--- src/rtl/smvm_ctrl_if.sv ---
// Stream-in, vector-buffer write and ALU issue signals of smvm_ctrl.
// master = beat producer / ALU side, slave = smvm_ctrl.
interface smvm_ctrl_if #(parameter int K = 4) ();
    logic              in_valid;
    logic              in_ready;
    logic [7:0]        val_in;
    logic [7:0]        col_in;
    logic              ipv_in;
    logic              vec_we;
    logic [6:0]        vec_addr;
    logic [7:0]        vec_wdata;
    logic              issue_valid;
    logic              issue_ready;
    logic [K-1:0][7:0] issue_val;
    logic [K-1:0][7:0] issue_col;
    logic [K-1:0]      issue_mask;
    logic [K-1:0]      issue_rowend;
    logic [7:0]        issue_row;

    modport master (
        output in_valid, val_in, col_in, ipv_in, issue_ready,
        input  in_ready, vec_we, vec_addr, vec_wdata, issue_valid,
               issue_val, issue_col, issue_mask, issue_rowend, issue_row
    );
    modport slave (
        input  in_valid, val_in, col_in, ipv_in, issue_ready,
        output in_ready, vec_we, vec_addr, vec_wdata, issue_valid,
               issue_val, issue_col, issue_mask, issue_rowend, issue_row
    );
endinterface

--- src/rtl/smvm_ctrl.sv ---
// Sparse matrix-vector stream controller: header, vector load, CSR beats packed into K-lane ALU groups.
// Optional statistics counters enabled by defining SMVM_CTRL_STAT_EN.

module smvm_lane (
    input  logic       clk,
    input  logic       rst_n,
    input  logic       wr_i,
    input  logic       ld_i,
    input  logic       keep_i,
    input  logic [7:0] val_i,
    input  logic [7:0] col_i,
    input  logic       msk_i,
    input  logic       end_i,
    output logic [7:0] val_o,
    output logic [7:0] col_o,
    output logic       msk_o,
    output logic       end_o
);
    logic [7:0] sval_q, scol_q, val_q, col_q;
    logic       smsk_q, send_q, msk_q, end_q;

    always_ff @(posedge clk or negedge rst_n) begin
        if (!rst_n) begin
            {sval_q, scol_q, smsk_q, send_q} <= '0;
            {val_q, col_q, msk_q, end_q}     <= '0;
        end else begin
            if (wr_i) {sval_q, scol_q, smsk_q, send_q} <= {val_i, col_i, msk_i, end_i};
            // On group load a lane takes the live beat, its staged beat, or blanks if unfilled.
            if (ld_i) begin
                if (wr_i)        {val_q, col_q, msk_q, end_q} <= {val_i, col_i, msk_i, end_i};
                else if (keep_i) {val_q, col_q, msk_q, end_q} <= {sval_q, scol_q, smsk_q, send_q};
                else             {val_q, col_q, msk_q, end_q} <= '0;
            end
        end
    end

    assign {val_o, col_o, msk_o, end_o} = {val_q, col_q, msk_q, end_q};
endmodule

module smvm_ctrl #(parameter int K = 4) (
    input  logic        clk,
    input  logic        rst_n,
    smvm_ctrl_if.slave  bus,
    output logic [7:0]  rows_o,
    output logic [7:0]  cols_o,
    output logic        busy_o,
    output logic        done_o,
    output logic        err_hdr_o,
    output logic        err_col_o,
    output logic [15:0] nnz_cnt_o,
    output logic [15:0] stall_cnt_o
);
    localparam int FW = $clog2(K);
    typedef enum logic [2:0] {IDLE, VEC_IN, MAT_IN, DRAIN, DONE} state_t;

    state_t            state_q;
    logic [7:0]        rows_q, cols_q, vec_cnt_q, row_cnt_q, fill_row_q, issue_row_q;
    logic [FW-1:0]     fill_cnt_q;
    logic              busy_q, done_q, err_hdr_q, err_col_q, issue_valid_q;
    logic              in_rdy, acc, hdr_ok, hdr_go, acc_mat, col_ok, last_beat, grp_ld;
    logic [K-1:0][7:0] iss_val, iss_col;
    logic [K-1:0]      iss_msk, iss_end;

    always_comb begin
        in_rdy = 1'b0;
        case (state_q)
            IDLE, VEC_IN: in_rdy = 1'b1;
            MAT_IN:       in_rdy = !(issue_valid_q && !bus.issue_ready);
            default:      in_rdy = 1'b0;
        endcase
    end

    assign acc       = bus.in_valid && in_rdy;
    assign hdr_ok    = (bus.val_in != 8'd0) && (bus.col_in != 8'd0) && (bus.col_in <= 8'd128);
    assign hdr_go    = acc && (state_q == IDLE) && hdr_ok;
    assign acc_mat   = acc && (state_q == MAT_IN);
    assign col_ok    = bus.col_in < cols_q;
    assign last_beat = acc_mat && bus.ipv_in && (row_cnt_q == rows_q - 8'd1);
    assign grp_ld    = acc_mat && ((fill_cnt_q == FW'(K-1)) || last_beat);

    always_ff @(posedge clk or negedge rst_n) begin
        if (!rst_n) begin
            state_q   <= IDLE;
            rows_q    <= '0;
            cols_q    <= '0;
            vec_cnt_q <= '0;
            row_cnt_q <= '0;
            busy_q    <= 1'b0;
            done_q    <= 1'b0;
            err_hdr_q <= 1'b0;
            err_col_q <= 1'b0;
        end else begin
            done_q    <= 1'b0;
            err_hdr_q <= 1'b0;
            case (state_q)
                IDLE: if (acc) begin
                    if (hdr_ok) begin
                        rows_q    <= bus.val_in;
                        cols_q    <= bus.col_in;
                        vec_cnt_q <= '0;
                        row_cnt_q <= '0;
                        err_col_q <= 1'b0;
                        busy_q    <= 1'b1;
                        state_q   <= VEC_IN;
                    end else begin
                        err_hdr_q <= 1'b1;
                    end
                end
                VEC_IN: if (acc) begin
                    vec_cnt_q <= vec_cnt_q + 8'd1;
                    if (vec_cnt_q == cols_q - 8'd1) state_q <= MAT_IN;
                end
                MAT_IN: if (acc) begin
                    if (!col_ok)    err_col_q <= 1'b1;
                    if (bus.ipv_in) row_cnt_q <= row_cnt_q + 8'd1;
                    if (last_beat)  state_q   <= DRAIN;
                end
                DRAIN: if (!issue_valid_q) begin
                    done_q  <= 1'b1;
                    state_q <= DONE;
                end
                default: begin
                    busy_q  <= 1'b0;
                    state_q <= IDLE;
                end
            endcase
        end
    end

    // Group registers reload on the completing beat even while the old group retires.
    always_ff @(posedge clk or negedge rst_n) begin
        if (!rst_n) begin
            fill_cnt_q    <= '0;
            fill_row_q    <= '0;
            issue_row_q   <= '0;
            issue_valid_q <= 1'b0;
        end else begin
            if (hdr_go || grp_ld) fill_cnt_q <= '0;
            else if (acc_mat)     fill_cnt_q <= fill_cnt_q + 1'b1;
            if (acc_mat && fill_cnt_q == '0) fill_row_q <= row_cnt_q;
            if (grp_ld) begin
                issue_valid_q <= 1'b1;
                issue_row_q   <= (fill_cnt_q == '0) ? row_cnt_q : fill_row_q;
            end else if (bus.issue_ready) begin
                issue_valid_q <= 1'b0;
            end
        end
    end

    for (genvar i = 0; i < K; i++) begin : g_lane
        smvm_lane u_lane (
            .clk    (clk),
            .rst_n  (rst_n),
            .wr_i   (acc_mat && fill_cnt_q == FW'(i)),
            .ld_i   (grp_ld),
            .keep_i (fill_cnt_q > FW'(i)),
            .val_i  (bus.val_in),
            .col_i  (bus.col_in),
            .msk_i  (col_ok),
            .end_i  (bus.ipv_in),
            .val_o  (iss_val[i]),
            .col_o  (iss_col[i]),
            .msk_o  (iss_msk[i]),
            .end_o  (iss_end[i])
        );
    end

`ifdef SMVM_CTRL_STAT_EN
    logic [15:0] nnz_q, stall_q;

    always_ff @(posedge clk or negedge rst_n) begin
        if (!rst_n) begin
            nnz_q   <= '0;
            stall_q <= '0;
        end else if (hdr_go) begin
            nnz_q   <= '0;
            stall_q <= '0;
        end else begin
            if (acc_mat && col_ok && nnz_q != 16'hFFFF) nnz_q <= nnz_q + 16'd1;
            if (issue_valid_q && !bus.issue_ready && stall_q != 16'hFFFF) stall_q <= stall_q + 16'd1;
        end
    end

    assign nnz_cnt_o   = nnz_q;
    assign stall_cnt_o = stall_q;
`else
    assign nnz_cnt_o   = 16'd0;
    assign stall_cnt_o = 16'd0;
`endif

    assign bus.in_ready     = in_rdy;
    assign bus.vec_we       = (state_q == VEC_IN) && bus.in_valid;
    assign bus.vec_addr     = vec_cnt_q[6:0];
    assign bus.vec_wdata    = bus.val_in;
    assign bus.issue_valid  = issue_valid_q;
    assign bus.issue_val    = iss_val;
    assign bus.issue_col    = iss_col;
    assign bus.issue_mask   = iss_msk;
    assign bus.issue_rowend = iss_end;
    assign bus.issue_row    = issue_row_q;
    assign rows_o           = rows_q;
    assign cols_o           = cols_q;
    assign busy_o           = busy_q;
    assign done_o           = done_q;
    assign err_hdr_o        = err_hdr_q;
    assign err_col_o        = err_col_q;
endmodule

--- src/flat_wrapper.sv ---
// flat-port wrapper written by rule: the top's interface ports become plain ports
module smvm_ctrl_flat 
#(parameter int K = 4)
  (clk, rst_n, rows_o, cols_o, busy_o, done_o, err_hdr_o, err_col_o, nnz_cnt_o, stall_cnt_o, bus_in_valid, bus_val_in, bus_col_in, bus_ipv_in, bus_issue_ready, bus_in_ready, bus_vec_we, bus_vec_addr, bus_vec_wdata, bus_issue_valid, bus_issue_val, bus_issue_col, bus_issue_mask, bus_issue_rowend, bus_issue_row);
  smvm_ctrl_if #(.K(K)) bus_i ();
  input  logic clk;
  input  logic rst_n;
  output logic [7:0] rows_o;
  output logic [7:0] cols_o;
  output logic busy_o;
  output logic done_o;
  output logic err_hdr_o;
  output logic err_col_o;
  output logic [15:0] nnz_cnt_o;
  output logic [15:0] stall_cnt_o;
  input wire logic [$bits(bus_i.in_valid)-1:0] bus_in_valid;
  input wire logic [$bits(bus_i.val_in)-1:0] bus_val_in;
  input wire logic [$bits(bus_i.col_in)-1:0] bus_col_in;
  input wire logic [$bits(bus_i.ipv_in)-1:0] bus_ipv_in;
  input wire logic [$bits(bus_i.issue_ready)-1:0] bus_issue_ready;
  output wire logic [$bits(bus_i.in_ready)-1:0] bus_in_ready;
  output wire logic [$bits(bus_i.vec_we)-1:0] bus_vec_we;
  output wire logic [$bits(bus_i.vec_addr)-1:0] bus_vec_addr;
  output wire logic [$bits(bus_i.vec_wdata)-1:0] bus_vec_wdata;
  output wire logic [$bits(bus_i.issue_valid)-1:0] bus_issue_valid;
  output wire logic [$bits(bus_i.issue_val)-1:0] bus_issue_val;
  output wire logic [$bits(bus_i.issue_col)-1:0] bus_issue_col;
  output wire logic [$bits(bus_i.issue_mask)-1:0] bus_issue_mask;
  output wire logic [$bits(bus_i.issue_rowend)-1:0] bus_issue_rowend;
  output wire logic [$bits(bus_i.issue_row)-1:0] bus_issue_row;
  assign bus_i.in_valid = bus_in_valid;
  assign bus_i.val_in = bus_val_in;
  assign bus_i.col_in = bus_col_in;
  assign bus_i.ipv_in = bus_ipv_in;
  assign bus_i.issue_ready = bus_issue_ready;
  assign bus_in_ready = bus_i.in_ready;
  assign bus_vec_we = bus_i.vec_we;
  assign bus_vec_addr = bus_i.vec_addr;
  assign bus_vec_wdata = bus_i.vec_wdata;
  assign bus_issue_valid = bus_i.issue_valid;
  assign bus_issue_val = bus_i.issue_val;
  assign bus_issue_col = bus_i.issue_col;
  assign bus_issue_mask = bus_i.issue_mask;
  assign bus_issue_rowend = bus_i.issue_rowend;
  assign bus_issue_row = bus_i.issue_row;
  smvm_ctrl #(.K(K)) u_core (.clk(clk), .rst_n(rst_n), .bus(bus_i), .rows_o(rows_o), .cols_o(cols_o), .busy_o(busy_o), .done_o(done_o), .err_hdr_o(err_hdr_o), .err_col_o(err_col_o), .nnz_cnt_o(nnz_cnt_o), .stall_cnt_o(stall_cnt_o));
endmodule
--- config.mk ---
export PLATFORM = sky130hd
export DESIGN_NAME = smvm_ctrl_flat
export DESIGN_NICKNAME = d
export VERILOG_FILES = /design/src/rtl/smvm_ctrl_if.sv /design/src/rtl/smvm_ctrl.sv /design/src/flat_wrapper.sv
export SDC_FILE = /design/constraint.sdc
export NUM_CORES = 1
export LEC_CHECK = 0
export BUFFER_PORTS_ARGS = -buffer_cell sky130_fd_sc_hd__buf_2
export CAP_MARGIN = 10
export CORE_UTILIZATION = 38
export CTS_BUF_LIST = sky130_fd_sc_hd__clkbuf_4 sky130_fd_sc_hd__clkbuf_8
export DETAILED_ROUTE_END_ITERATION = 8
export HOLD_SLACK_MARGIN = 0.08
export PLACE_DENSITY_LB_ADDON = 0.1
export SYNTH_ARGS = -nofsm -noshare
export SYNTH_HDL_FRONTEND = slang
export SYNTH_HIERARCHICAL = 1
export SYNTH_SLANG_ARGS = --single-unit
--- constraint.sdc ---
create_clock -name clk -period 2.65 [get_ports clk]
set_clock_uncertainty 0.05 [all_clocks]
set_input_delay 0.53 -clock clk [delete_from_list [all_inputs] [get_ports clk]]
set_output_delay 0.53 -clock clk [all_outputs]
set_load 0.02 [all_outputs]
==> flow_summary.toml <==
[logic_synthesis]
synth_top_cell_by_area = "dfrtp_1"
syn_area_per_cell_um2 = 9.641
yosysTopAreaCellShare = 0.5156
yosys-top-cells-area = "dfrtp_1, nand3b_1, a31oi_1, nand2_1, buf_4"
ys.warnings.count = 6
ys_types = 52
synth_edf_count = 0
synth_area_um2 = 9804
ys_seq_area_frac = 0.5156
syn_inst = 1017
synthArstFlopShare = 1.000
ys_ff_latch = 202
synth_ff_type = "dfrtp_1"

[drt]
wl_um = 27640
num_vias = 7596
wl_per_cell_um = 17.81
dr.pass1.iters = 5
routed_via_density = 4.894
drtIter0Drc = 591
drc = 0
final_antenna_net_count = 0

[final_layout]
drive_gt1_frac = 0.2791
final_cell_area_um2 = 12060
areaGrowthSynthToFinish_pct = 23.00
final_core_util = 0.4775
nNetsFinal = 1228
diodes = 0

[timing]
fin_setup_tns_ns = -0.3003
finalCritPeriodShare = 1.012
setup_viol = 18
fmax_mhz = 372.7
fin_ws_ns = -0.03287
slew_viol_final = 0
rsz0062_at_grt = "true"
max-slew-margin-rel = 0.4813
finalCriticalPeriod_ns = 2.683
worstMarginPinSlew_ns = 0.7780
final_hold_viol_count = 0

[outcome]
outcome = "finished with violations"
violations = "negative setup slack"

[setup_path]
crit_buf_inv = 2
worstSetupPathType = "flop to flop"
cp_slowest_stage_delay_ns = 0.52
cp.required_ns = 3.00
critical_path_arrival_ns = 3.03
slowest_stage = "or4_4"
path_cells = "inv_2 > ha_4 > xor2_1 > nand2_1 > or4_4 > nor4_4 > or2_4 > buf_12 > mux2_4"
cp-end-kind = "flop"
cp_top_family = "simple AND/OR/NAND/NOR gates"
rrSetupSlack_ns = -0.03
cp_max_fo = 9
start_kind = "flop"

[floorplan]
chipWidth_um = 162.6
dieHeight_um = 162.6
io_pins = 171
row_count = 58
die_area_um2 = 26450
coreArea_um2 = 25250
start_util = 0.3882

[power]
finalPower_mw = 12.98
vdd_drop_max_mv = 0.5753
pwr_density_cell_nw_per_um2 = 1077
leakage_nw = 5.686

[global_routing]
grt_pass1_wl_um = 40970
antenna_found_initial = 0
grt_start_max_net_pins = 68
gr-total-overflow = 0
grtUsageTotal = 0.2032
grt_pass1_vias = 7070

[place]
routabilityCongestion = 0.8000
port_buffers = 138
place_hpwl_um = 17610
placed_area_um2 = 10820

[clock_network]
numCtsBuffers = 39
clkTransAtPathRegs_ns = 0.06
clockBufferDepth = 3
clkLatencyLatePin_ns = 0.52
htreeDepth = 2
cts_root_buffer = "clkbuf_8"
clock_sinks = 202
cts_tree = "yes"

[run]
drv_cap = 0

[min_path]
hp-class = "input pin to flop"
## repair_timing
action	4_1_cts	5_1_grt
hold buffers	1	0
buffers inserted	0	3
hold endpoints to repair	55	0
endpoints found under the setup margin	22	80
gates cloned	0	8
resized for setup	1	58
pin swaps	0	21
## report_power, final
group | internal [mW] | switching, mW
clock network | 1.84 | 1.34
logic | 1.75 | 2.67
registers | 4.40 | 0.984
## layout by cell type, fill, tap and decap left out, types with 15 or more instances in the layout
master,netlist,routed
xnor2_1,19,19
nor2_1,94,68
conb_1,1,33
nand2_1,119,119
mux2_2,16,16
buf_2,21,137
clkbuf_8,0,46
o21ai_0,71,71
clkbuf_4,0,20
o21ai_1,21,21
dfrtp_1,202,200
inv_1,89,87
nor2_4,0,19
buf_4,51,50
ha_1,16,15
nand3b_1,74,74
a31oi_1,76,76
## final cells by class
type,instances,area (um2)
clock buffer,65,769.5
clock inverter,7,41.29
timing repair buffer,207,1449
tap,330,412.9
sequential,202,5057
multi-input combinational,652,3995
fill,2433,13200
inverter,89,334.1
## cells in the mapped netlist (all sizes together) (2+ instances only)
master	count
nand2	119
o21ai	92
o211ai	2
mux2	24
nand3b	74
xnor2	19
nor2	94
a211oi	2
and3	7
or4	2
inv	89
a21oi	12
nor4	8
dfrtp	202
nand4	6
nand2b	6
ha	16
clkbuf	20
nand3	4
or2	2
or3	7
nor2b	7
a31o	2
buf	86
a211o	2
and2	3
xor2	10
a31oi	76
nor3	8
## flip-flops by register name (all words and copies together) (netlist names), 8 cells and up
| register | flops |
|---|---|
| u_core/g_lane.u_lane/scol_q | 32 |
| u_core/g_lane.u_lane/sval_q | 32 |
| u_core/bus.issue_row | 8 |
| u_core/g_lane.u_lane/col_o | 32 |
| u_core/cols_o | 8 |
| u_core/g_lane.u_lane/val_o | 32 |
| u_core/rows_o | 8 |
| u_core/fill_row_q | 8 |
| u_core/row_cnt_q | 8 |
| u_core/vec_cnt_q | 8 |
## per-stage QoR
| step | setup WS [ns] | cells | hold WS [ns] |
|---|---|---|---|
| 6_report | -0.03287 | 1552 | 0.2854 |
| 4_1_cts | -0.02714 | 1541 | 0.2602 |
| 5_1_grt | -0.1237 | 1552 | 0.2629 |
| 3_3_place_gp | -0.07393 | 1468 | 0.4320 |
| 2_1_floorplan | -0.02843 | 1049 | 0.1844 |
| 3_5_place_dp | -0.1312 | 1468 | 0.4400 |
## routing by layer
layer	part of all wire	track usage	routed length [um]	vias to the layer above
li1	-	-	-	3746
met2	0.47	0.3215	12950	176
met1	0.48	0.2862	13180	3641
met3	0.042	0.03540	1158	33
met4	0.013	0.05565	350	0
met5	0	0	0	-
## path summary, 6_finish.rpt
kind / startpoint / endpoint / depth (start not counted)
worst max-delay path: u_core/rows_o[1]$_DFFE_PN0P_ / u_core/bus.issue_row[1]$_DFFE_PN0P_ / 9
worst min-delay path: bus_ipv_in / u_core/row_cnt_q[0]$_DFFE_PN0P_ / 3
worst max register to register: u_core/rows_o[1]$_DFFE_PN0P_ / u_core/bus.issue_row[1]$_DFFE_PN0P_ / 9
worst min register to register: u_core/fill_row_q[7]$_DFFE_PN0P_ / u_core/fill_row_q[7]$_DFFE_PN0P_ / 1
max in group asynchronous: rst_n / u_core/g_lane[3].u_lane/sval_q[0]$_DFFE_PN0P_ / 3
min in group asynchronous: rst_n / u_core/vec_cnt_q[3]$_DFFE_PN0P_ / 2
## cell families (layout without fill, tap and decap cells)
| group | count (synthesis) | in the layout | share of synthesized area |
|---|---|---|---|
| AO/OA/AOI/OAI | 196 | 196 | 0.1150 |
| XOR/XNOR | 29 | 29 | 0.02591 |
| adder cells (fa/ha/maj) | 16 | 16 | 0.02042 |
| buffers and inverters | 195 | 368 | 0.1076 |
| flip-flops | 202 | 202 | 0.5156 |
| multiplexers | 24 | 24 | 0.03063 |
| other | 1 | 33 | 0.0003825 |
| AND/OR/NAND/NOR | 354 | 354 | 0.1845 |
## worst register-to-register path, stage by stage, from the launching register on
cell,delay (ns)
dfrtp_2,0.39
inv_2,0.06
ha_4,0.27
xor2_1,0.14
nand2_1,0.06
or4_4,0.52
nor4_4,0.29
or2_4,0.28
buf_12,0.18
mux2_4,0.31
(Power assumes the default switching activity.)
